## src/rtl/ingress_segmenter_pkg.sv

```systemverilog
// ingress_segmenter_pkg
// Shared constants, descriptor layout and FSM state type for the ingress
// segmenter. Frames are cut into 64-byte cells of four 16-byte beats; each
// frame yields one 16-bit descriptor {4'b0, dport, prio, cells}.
package ingress_segmenter_pkg;

    localparam int unsigned CELL_BEATS     = 4;
    localparam int unsigned DATA_W         = 128;
    localparam int unsigned DESC_W         = 16;
    localparam int unsigned LEN_W          = 11;
    localparam int unsigned CELLS_W        = 6;
    localparam int unsigned DESC_CELLS_LSB = 0;
    localparam int unsigned DESC_PRIO_LSB  = 6;
    localparam int unsigned DESC_DPORT_LSB = 8;

    typedef enum logic [1:0] {
        ST_IDLE,
        ST_SEND,
        ST_DRAIN
    } seg_state_t;

    // Cells needed to carry len bytes; an empty frame still occupies one cell.
    function automatic logic [CELLS_W-1:0] cell_count(input logic [LEN_W-1:0] len);
        logic [LEN_W:0] sum;
        sum = {1'b0, len} + (LEN_W+1)'(63);
        return (len == '0) ? CELLS_W'(1) : sum[LEN_W:6];
    endfunction

    function automatic logic [DESC_W-1:0] make_desc(input logic [3:0]         dport,
                                                    input logic [1:0]         prio,
                                                    input logic [CELLS_W-1:0] cells);
        logic [DESC_W-1:0] d;
        d = '0;
        d[DESC_DPORT_LSB +: 4]       = dport;
        d[DESC_PRIO_LSB +: 2]        = prio;
        d[DESC_CELLS_LSB +: CELLS_W] = cells;
        return d;
    endfunction

endpackage

```

## src/rtl/ingress_segmenter_fifo.sv

```systemverilog
// sync_fifo
// Single-clock show-ahead FIFO. dout always presents the head entry; rd pops
// it. A push while full is accepted when a pop happens in the same cycle.
// Ports: clk, rst (sync, active-high), din/wr (push), rd (pop),
//        dout (head entry), full, count (occupancy).
module sync_fifo #(
    parameter  int unsigned WIDTH = 8,
    parameter  int unsigned DEPTH = 4,
    localparam int unsigned AW    = (DEPTH > 1) ? $clog2(DEPTH) : 1,
    localparam int unsigned CW    = $clog2(DEPTH + 1)
) (
    input  logic             clk,
    input  logic             rst,
    input  logic [WIDTH-1:0] din,
    input  logic             wr,
    input  logic             rd,
    output logic [WIDTH-1:0] dout,
    output logic             full,
    output logic [CW-1:0]    count
);

    logic [WIDTH-1:0] mem [DEPTH];
    logic [AW-1:0]    wptr;
    logic [AW-1:0]    rptr;
    logic             empty;
    logic             do_wr;
    logic             do_rd;

    function automatic logic [AW-1:0] next_ptr(input logic [AW-1:0] p);
        return (p == AW'(DEPTH - 1)) ? '0 : p + AW'(1);
    endfunction

    assign full  = (count == CW'(DEPTH));
    assign empty = (count == '0);
    assign do_rd = rd & ~empty;
    assign do_wr = wr & (~full | do_rd);
    assign dout  = mem[rptr];

    always_ff @(posedge clk) begin
        if (do_wr) begin
            mem[wptr] <= din;
        end
    end

    always_ff @(posedge clk) begin
        if (rst) begin
            wptr  <= '0;
            rptr  <= '0;
            count <= '0;
        end else begin
            if (do_wr) wptr <= next_ptr(wptr);
            if (do_rd) rptr <= next_ptr(rptr);
            case ({do_wr, do_rd})
                2'b10:   count <= count + CW'(1);
                2'b01:   count <= count - CW'(1);
                default: count <= count;
            endcase
        end
    end

endmodule

```

## src/rtl/ingress_segmenter.sv

```systemverilog
// ingress_segmenter
// Buffers incoming frame beats and emits them as fixed 4-beat cells toward
// admission, one descriptor per frame alongside beat 0 of its first cell.
// Short frames are zero-padded to their cell count; over-long frames are
// truncated, the excess beats drained and seg_err pulsed.
// Ports: clk, rstn (sync, active-high reset despite the name);
//        pkt_* : input beat stream with sop-qualified len/dport/prio;
//        data_in/data_wr : cell beats out; i_cell_ptr_fifo_din/_wr : descriptor;
//        i_cell_bp : holds off cell starts; seg_err : truncation pulse.
module ingress_segmenter
    import ingress_segmenter_pkg::*;
#(
    parameter int unsigned BEAT_DEPTH = 16,
    parameter int unsigned DESC_DEPTH = 4
) (
    input  logic               clk,
    input  logic               rstn,
    input  logic [127:0]       pkt_data,
    input  logic               pkt_valid,
    output logic               pkt_ready,
    input  logic               pkt_sop,
    input  logic               pkt_eop,
    input  logic [10:0]        pkt_len,
    input  logic [3:0]         pkt_dport,
    input  logic [1:0]         pkt_prio,
    output logic [127:0]       data_in,
    output logic               data_wr,
    output logic [15:0]        i_cell_ptr_fifo_din,
    output logic               i_cell_ptr_fifo_wr,
    input  logic               i_cell_bp,
    output logic               seg_err
);

    localparam int unsigned BW  = DATA_W + 1;
    localparam int unsigned BCW = $clog2(BEAT_DEPTH + 1);
    localparam int unsigned DCW = $clog2(DESC_DEPTH + 1);

    logic [BW-1:0]      beat_dout;
    logic               beat_full;
    logic [BCW-1:0]     beat_count;
    logic               beat_push;
    logic               beat_pop;
    logic               beat_eop;
    logic [DESC_W-1:0]  desc_dout;
    logic               desc_full;
    logic [DCW-1:0]     desc_count;
    logic               desc_push;
    logic [BCW-1:0]     eop_cnt;
    logic               accept;
    logic               in_frame;

    seg_state_t         state;
    logic [1:0]         beat_idx;
    logic [CELLS_W-1:0] cells_left;
    logic               padding;

    logic               data_avail;
    logic               new_ok;
    logic               cont_ok;
    logic               go_new;
    logic               go_cont;
    logic               emit_beat;
    logic               use_pad;
    logic               drain_pop;

    assign pkt_ready = ~rstn & ~beat_full & ~desc_full;
    assign accept    = pkt_valid & pkt_ready;
    // Beats outside a frame (no sop seen) are accepted but discarded.
    assign beat_push = accept & (pkt_sop | in_frame);
    assign desc_push = accept & pkt_sop;
    assign beat_eop  = beat_dout[DATA_W];

    sync_fifo #(.WIDTH(BW), .DEPTH(BEAT_DEPTH)) u_beat_fifo (
        .clk   (clk),
        .rst   (rstn),
        .din   ({pkt_eop, pkt_data}),
        .wr    (beat_push),
        .rd    (beat_pop),
        .dout  (beat_dout),
        .full  (beat_full),
        .count (beat_count)
    );

    sync_fifo #(.WIDTH(DESC_W), .DEPTH(DESC_DEPTH)) u_desc_fifo (
        .clk   (clk),
        .rst   (rstn),
        .din   (make_desc(pkt_dport, pkt_prio, cell_count(pkt_len))),
        .wr    (desc_push),
        .rd    (go_new),
        .dout  (desc_dout),
        .full  (desc_full),
        .count (desc_count)
    );

    // A cell may start once it can be fed without underflow: four beats
    // buffered, or the frame end already buffered (rest is padding).
    assign data_avail = (beat_count >= BCW'(CELL_BEATS)) | (eop_cnt != '0);
    assign new_ok     = (desc_count != '0) & ~i_cell_bp & data_avail;
    // Continuation cells of a frame have no descriptor left to wait on.
    assign cont_ok    = ~i_cell_bp & (data_avail | padding);

    always_comb begin
        go_new    = 1'b0;
        go_cont   = 1'b0;
        drain_pop = 1'b0;
        case (state)
            ST_IDLE:  go_new = new_ok;
            ST_SEND: begin
                if (beat_idx == 2'd0) begin
                    if (cells_left != '0) go_cont = cont_ok;
                    else if (padding)     go_new  = new_ok;
                end
            end
            ST_DRAIN: drain_pop = (beat_count != '0);
            default:  ;
        endcase
        emit_beat = go_new | go_cont | ((state == ST_SEND) && (beat_idx != 2'd0));
        use_pad   = padding & ~go_new;
        beat_pop  = (emit_beat & ~use_pad) | drain_pop;
    end

    always_ff @(posedge clk) begin
        if (rstn) begin
            state               <= ST_IDLE;
            beat_idx            <= '0;
            cells_left          <= '0;
            padding             <= 1'b0;
            in_frame            <= 1'b0;
            eop_cnt             <= '0;
            data_in             <= '0;
            data_wr             <= 1'b0;
            i_cell_ptr_fifo_din <= '0;
            i_cell_ptr_fifo_wr  <= 1'b0;
            seg_err             <= 1'b0;
        end else begin
            data_wr             <= emit_beat;
            data_in             <= (emit_beat && !use_pad) ? beat_dout[DATA_W-1:0] : '0;
            i_cell_ptr_fifo_wr  <= go_new;
            i_cell_ptr_fifo_din <= go_new ? desc_dout : '0;
            seg_err             <= drain_pop & beat_eop;

            if (accept) begin
                if (pkt_sop)      in_frame <= ~pkt_eop;
                else if (pkt_eop) in_frame <= 1'b0;
            end

            case ({beat_push & pkt_eop, beat_pop & beat_eop & (beat_count != '0)})
                2'b10:   eop_cnt <= eop_cnt + BCW'(1);
                2'b01:   eop_cnt <= eop_cnt - BCW'(1);
                default: eop_cnt <= eop_cnt;
            endcase

            if (emit_beat) beat_idx <= beat_idx + 2'd1;

            // Once the eop beat leaves the FIFO the frame switches to padding.
            if (go_new)
                padding <= beat_eop;
            else if (beat_pop && state == ST_SEND)
                padding <= beat_eop;

            case (state)
                ST_IDLE: begin
                    if (go_new) begin
                        state      <= ST_SEND;
                        cells_left <= desc_dout[DESC_CELLS_LSB +: CELLS_W] - CELLS_W'(1);
                    end
                end
                ST_SEND: begin
                    if (go_new) begin
                        cells_left <= desc_dout[DESC_CELLS_LSB +: CELLS_W] - CELLS_W'(1);
                    end else if (go_cont) begin
                        cells_left <= cells_left - CELLS_W'(1);
                    end else if (beat_idx == 2'd0 && cells_left == '0) begin
                        state <= padding ? ST_IDLE : ST_DRAIN;
                    end
                end
                ST_DRAIN: begin
                    if (drain_pop && beat_eop) state <= ST_IDLE;
                end
                default: state <= ST_IDLE;
            endcase
        end
    end

endmodule

```

## config.mk

```make
export PLATFORM = sky130hd
export DESIGN_NAME = ingress_segmenter
export DESIGN_NICKNAME = d
export VERILOG_FILES = /design/src/rtl/ingress_segmenter_pkg.sv /design/src/rtl/ingress_segmenter_fifo.sv /design/src/rtl/ingress_segmenter.sv
export SDC_FILE = /design/constraint.sdc
export NUM_CORES = 2
export LEC_CHECK = 0
export CAP_MARGIN = 20
export CORE_ASPECT_RATIO = 0.6
export CORE_MARGIN = 4
export CORE_UTILIZATION = 30
export DETAILED_ROUTE_END_ITERATION = 10
export PLACE_DENSITY_LB_ADDON = 0.08
export SYNTH_ARGS = -nofsm -noshare
export SYNTH_HDL_FRONTEND = slang
export SYNTH_HIERARCHICAL = 1
export SYNTH_SLANG_ARGS = --single-unit
```

## constraint.sdc

```tcl
create_clock -name clk -period 15.4 [get_ports clk]
set_input_delay 4.62 -clock clk [delete_from_list [all_inputs] [get_ports clk]]
set_output_delay 4.62 -clock clk [all_outputs]
set_load 0.05 [all_outputs]
```

## After elaboration in Yosys (flattened, before gate mapping)

Memories as Yosys holds them, arrays and structs flattened. A register that Yosys moved wholly into a read port is not among the register bits.
Cells that the tools add are included.
W data, S select, Z words.

- Output and inout port bits: 148
- Input bits: 151
- Logic and storage cells: 157
- Memory bits (read-only): 0
- Bits in registers: 184
- Memories: 2
- RAM bits: 2,112
- Bits in latches: 0

Memory list:

| memory | words | bits a word | rd ports | clocked after memory_dff | write ports | RTL line | RTL |
|---|---|---|---|---|---|---|---|
| u_beat_fifo.mem | 16 | 129 | 1 | 1 | 1 | ingress_segmenter_fifo.sv:22 | `logic [WIDTH-1:0] mem [DEPTH];` |
| u_desc_fifo.mem | 4 | 12 | 1 | 1 | 1 | ingress_segmenter_fifo.sv:22 |  |

- $add $sub $neg: 14
- Shifts and indexed selects: 0
- Multiplexer cells: 39
- Equality and inequality tests: 20
- Div/mod/pow operators: 0
- Multiply operators: 0
- Bitwise logic cells: 36
- Reduce and logical (&&, ||, !) cells: 28
- Order comparisons: 1

Operators by type and width:

| operator | number |
|---|---|
| $mux W6 | 4 |
| $mux W2 | 10 |
| $pmux W5 S2 | 2 |
| $and A1 B1 Y1 | 18 |
| $mux W4 | 4 |
| $mux W1 | 15 |
| $reduce_bool A2 Y1 | 7 |
| $add A11 B6 Y12 const B | 1 |
| $eq A2 B2 Y1 const B | 6 |
| $pmux W6 S2 | 1 |
| $sub A6 B1 Y6 const B | 2 |
| $logic_not A11 Y1 | 1 |
| $add A5 B1 Y5 const B | 2 |
| $not A1 Y1 | 10 |
| $reduce_bool A5 Y1 | 2 |
| $sub A5 B1 Y5 const B | 2 |
| $add A4 B1 Y4 const B | 2 |
| $eq A2 B1 Y1 const B | 4 |
| $eq A4 B4 Y1 const B | 2 |
| $ne A2 B2 Y1 const B | 4 |
| $or A1 B1 Y1 | 8 |
| $add A2 B1 Y2 const B | 3 |
| $logic_not A6 Y1 | 1 |
| $pmux W2 S3 | 1 |
| other kinds (20) | 26 |

## Logic depth before layout (Yosys ltp)

- Depth in word-level cells: 17
- Depth in mapped cells: 17
- Depth with buffers taken out: 15

## Modules after synthesis

Netlist, hierarchy kept.

Modules (own cells, without submodules):

| module | seq. area each (um2) | cells an instance | area an instance (um2) | times used |
|---|---|---|---|---|
| sync_fifo at u_beat_fifo | 62,319.8 | 3,280 | 78,009.8 | 1 |
| ingress_segmenter | 3,283.1 | 489 | 5,977.0 | 1 |
| sync_fifo at u_desc_fifo | 2,102.0 | 135 | 2,797.7 | 1 |

## Least setup slack after synthesis

OpenSTA, ideal clock, no wires.

- Path type: input to register
- Start point: input rstn
- End point: memory u_beat_fifo/mem[12][0] in the netlist's numbering, enable pin
- Buffers on the path: 0
- Data required time: 14,625 ps
- Stages: 5
- Setup time: 775 ps
- Path slack: -706 ps
- Arrival time: 15,331 ps
- Cells stage by stage: nor3_1 -> and2_1 -> o21a_1 -> o31ai_4 -> nor3_1

- Word-level cells in the longest chain between the ends: 8

RTL lines:

| what | RTL line | RTL |
|---|---|---|
| start: declaration | ingress_segmenter.sv:17 | `input logic rstn,` |
| $not A1 Y1 | ingress_segmenter.sv:66 | `assign pkt_ready = ~rstn & ~beat_full & ~desc_full;` |
| $and A1 B1 Y1 (2 in series) | ingress_segmenter.sv:66 |  |
| $and A1 B1 Y1 | ingress_segmenter.sv:67 | `assign accept = pkt_valid & pkt_ready;` |
| $and A1 B1 Y1 | ingress_segmenter.sv:69 | `assign beat_push = accept & (pkt_sop \| in_frame);` |
| named net beat_push | ingress_segmenter.sv:41 | `logic beat_push;` |
| $and A1 B1 Y1 | ingress_segmenter_fifo.sv:36 | `assign do_wr = wr & (~full \| do_rd);` |
| $mux W1 | ingress_segmenter_fifo.sv:40 | `if (do_wr) begin` |
| $mux W1 (implied by the code) | ingress_segmenter_fifo.sv:41 | `mem[wptr] <= din;` |
| end: declaration | ingress_segmenter_fifo.sv:22 |  |

The timed path passes the listed nets, and every way through them passes these cells.

## Final worst setup path

- Start point: input rstn
- End point: output pkt_ready

- Word-level cells in the longest chain between the ends: 3

RTL lines:

| what | RTL line | RTL |
|---|---|---|
| $not A1 Y1 | ingress_segmenter.sv:66 |  |
| $and A1 B1 Y1 (2 in series) | ingress_segmenter.sv:66 |  |
| end: declaration | ingress_segmenter.sv:20 | `output logic pkt_ready,` |

Every way passes these cells.

==> impl_metrics.csv <==
group,metric,value,unit
cts,htree_levels,4,
routing,drc,0,
power,sw_frac_of_total,20.3,%
global_routing,grtUsageTotal,16.0,%
floorplan,fp.dieH,425,um
floorplan,core-area,0.287,mm^2
routing,wire_per_inst,28.9,um
cts,clockBufferDepth,4,
sta,rsz0062_at_grt,"no",
global_routing,grt_pass1_wl,340000,um
power,seqPwrFrac,54.3,%
cts,clk_latency,0.91,ns
worst_setup_path,startpoint_type,"input pin",
sta,max_freq,0.0939,GHz
cts,cts_resized,0,
power,power_frac_comb,2.0,%
place,dp_hpwl,132000,um
routing,dr.pass1.iters,8,
worst_setup_path,r2r_cells,8,
worst_setup_path,reg2reg_to,"data_in[55]",
floorplan,initial_utilization,30.2,%
power,power_density,125,mW/mm^2
synth,syn_avg_cell_area,22.2,um^2
sta,tns,0,ns
layout,fin_util,35.4,%
worst_setup_path,crit_type,"in -> out",
cts,cts_hold_buf,0,
worst_setup_path,cp-end-kind,"output pin",
worst_setup_path,cp.required,10.78,ns
synth,synth-main-ff-cell,"edfxtp_1",
status,status,"complete, no violations",
run,drv_cap,0,
power,p_int,0.0101,W
place,io_buffers,298,
synth,ys_types,69,
routing,ant_nets,0,
power,ir_drop,78.6,uV
place,dp.cells,7932,
floorplan,io_pins,299,
worst_setup_path,r2r_slack,10.11,ns
hold_path,hold_path.class,"reg -> reg",
layout,layout.nets,4493,
layout,area_growth,17.2,%
sta,finalCriticalPeriod,10.64,ns
global_routing,grt_max_degree,109,
hold_path,hold_path.startpoint,"beat_idx[1]",
sta,finalHoldWorstSlack,0.465,ns
floorplan,num_rows,152,
cts,cts_root_buf,"clkbuf_16",
layout,stdcell_count,8360,
place,place_congestion,0.687,
worst_setup_path,critPathMaxFanout,43,
cts,clk_pin_slew_worst_paths,0.07,ns
routing,drt-initial-drc-count,3046,
hold_path,hold_depth,2,
sta,final.period_utilization,69.1,%
global_routing,grt_overflow,0,
place,place_area,0.0944,mm^2
power,power.static_leakage,30.6,nW
power,power_switching,0.00258,W
synth,yosysWarningCount,6,
layout,drive_above_1_share,23.7,%
layout,final_cell_mix,"edfxtp_1 (2128), mux4_2 (532), clkdlybuf4s50_1 (297)",
global_routing,antenna_found_initial,49,
routing,viasPerCell,4.91,
global_routing,grt_pass1_vias,42232,
worst_setup_path,arrival,6.02,ns
synth,synth-seq-cells,2318,
sta,setup_viol,0,
synth,syn_area,0.0868,mm^2
floorplan,die_width,702,um
layout,fin_area,0.102,mm^2
cts,cts_setup_buffers,0,
cts,tritoncts,"built",
sta,maxSlewHeadroom,25.9,%
synth,seq_area_frac_synth,78.0,%
sta,finalHoldViolations,0,
synth,syn_inst,3904,
cts,cts_buffers,232,
cts,cts.sinks,2318,
layout,layout_commonest_cell,"edfxtp_1",
hold_path,hold_end,"beat_idx[1]",
power,pwr-share-clk,43.7,%
floorplan,dieArea,0.298,mm^2
sta,finClkSkew,0.0695,ns
routing,wirelength,242000,um
routing,via_count,41027,
synth,async_reset_ff_share,0,%
synth,synth-edff-count,2128,
sta,tightest_slew,1.11,ns
sta,finalMaxSlewViolations,0,
==> power by group through the flow <==
stage / logic [W] / registers [W] / clock network (W)
after floorplan: 0.0000835 / 0.00704 / 0
after global placement: 0.000261 / 0.00703 / 0
after detailed placement: 0.000262 / 0.00703 / 0
after CTS: 0.000262 / 0.00690 / 0.00576
after global routing: 0.000279 / 0.00689 / 0.00604
final: 0.000253 / 0.00690 / 0.00556
==> critical path, stage by stage <==
cell and delay, ns:
buf_8 0.20, nor3_1 0.33, clkdlybuf4s50_1 0.86
==> layer usage <==
metal	vias to the layer above	GRT usage, %	wire length, um	share of wire, %
li1	17223	-	-	-
met3	355	2.87	11100	4.6
met1	22527	24.2	117000	49
met5	-	0	52	0.022
met4	8	3.37	4970	2.1
met2	914	24.0	108000	45
==> metrics by stage <==
stage	total power [W]	setup WS, ns
final	0.0127	4.76
after global routing	0.0132	4.65
after detailed placement	0.00729	4.71
after floorplan	0.00712	-0.706
after CTS	0.0129	4.72
after global placement	0.00729	4.71
==> cell families (layout without fill, tap and decap cells) <==
kind of cell | count (synthesis) | count (layout) | share of synthesized area (%)
DFF | 2318 | 2318 | 78.0
xor gates and xnor gates | 18 | 18 | 0.182
other | 1 | 24 | 0.00432
muxes | 541 | 541 | 13.9
and+or+nand+nor | 434 | 434 | 3.35
AOI/OAI and AO/OA | 329 | 329 | 2.73
buffers and inverters | 238 | 821 | 1.42
adders and majority gates | 25 | 25 | 0.386
==> area by class of cell <==
| type | count | area [um^2] |
|---|---|---|
| antenna | 8 | 20.0 |
| sequential | 2318 | 67700 |
| timing repair buffer | 378 | 3780 |
| clock buffer | 325 | 6380 |
| multi-input combinational | 1363 | 18000 |
| clock inverter | 94 | 903 |
| inverter | 24 | 90.1 |
| fill | 26384 | 185000 |
| tap | 3850 | 4820 |
==> flip-flops by register name, indices dropped and copies added, names as in the netlist, named ones only <==
register,flops
u_beat_fifo/rptr,4
u_beat_fifo/wptr,4
u_desc_fifo/rptr,2
state,2
i_cell_ptr_fifo_wr,1
u_beat_fifo/count,5
beat_idx,2
u_desc_fifo/wptr,2
data_wr,1
u_desc_fifo/mem,64
u_beat_fifo/mem,2064
data_in,128
in_frame,1
u_desc_fifo/count,3
eop_cnt,5
i_cell_ptr_fifo_din,16
padding,1
seg_err,1
cells_left,6
==> Yosys cell counts (12+ instances only) <==
master / instances / area [um^2]
mux4_2: 532 / 12000
nor3_1: 19 / 95.1
buf_1: 34 / 128
and3_1: 14 / 87.6
buf_6: 37 / 417
a21oi_1: 26 / 130
nor2_1: 55 / 206
a22oi_1: 220 / 1650
inv_1: 23 / 86.3
dfxtp_1: 190 / 3800
edfxtp_1: 2128 / 63900
nand2b_1: 12 / 75.1
nand3_1: 13 / 65.1
buf_2: 40 / 200
ha_1: 22 / 275
nor3b_1: 33 / 248
nand2_1: 136 / 510
and2_1: 18 / 113
clkbuf_1: 100 / 375
o22ai_1: 39 / 244
nor3b_2: 98 / 1230
==> worst max path at each step <==
stage / startpoint / cells past startpoint / end / slack (ns)
5_1_grt: rstn / 3 / pkt_ready / 4.65
6_report: rstn / 3 / pkt_ready / 4.76
4_1_cts: rstn / 3 / pkt_ready / 4.72
3_5_place_dp: rstn / 3 / pkt_ready / 4.71
3_3_place_gp: rstn / 3 / pkt_ready / 4.71
2_1_floorplan: rstn / 5 / u_beat_fifo/mem[12][0] / -0.71
Power figures use the tool's default switching activity.
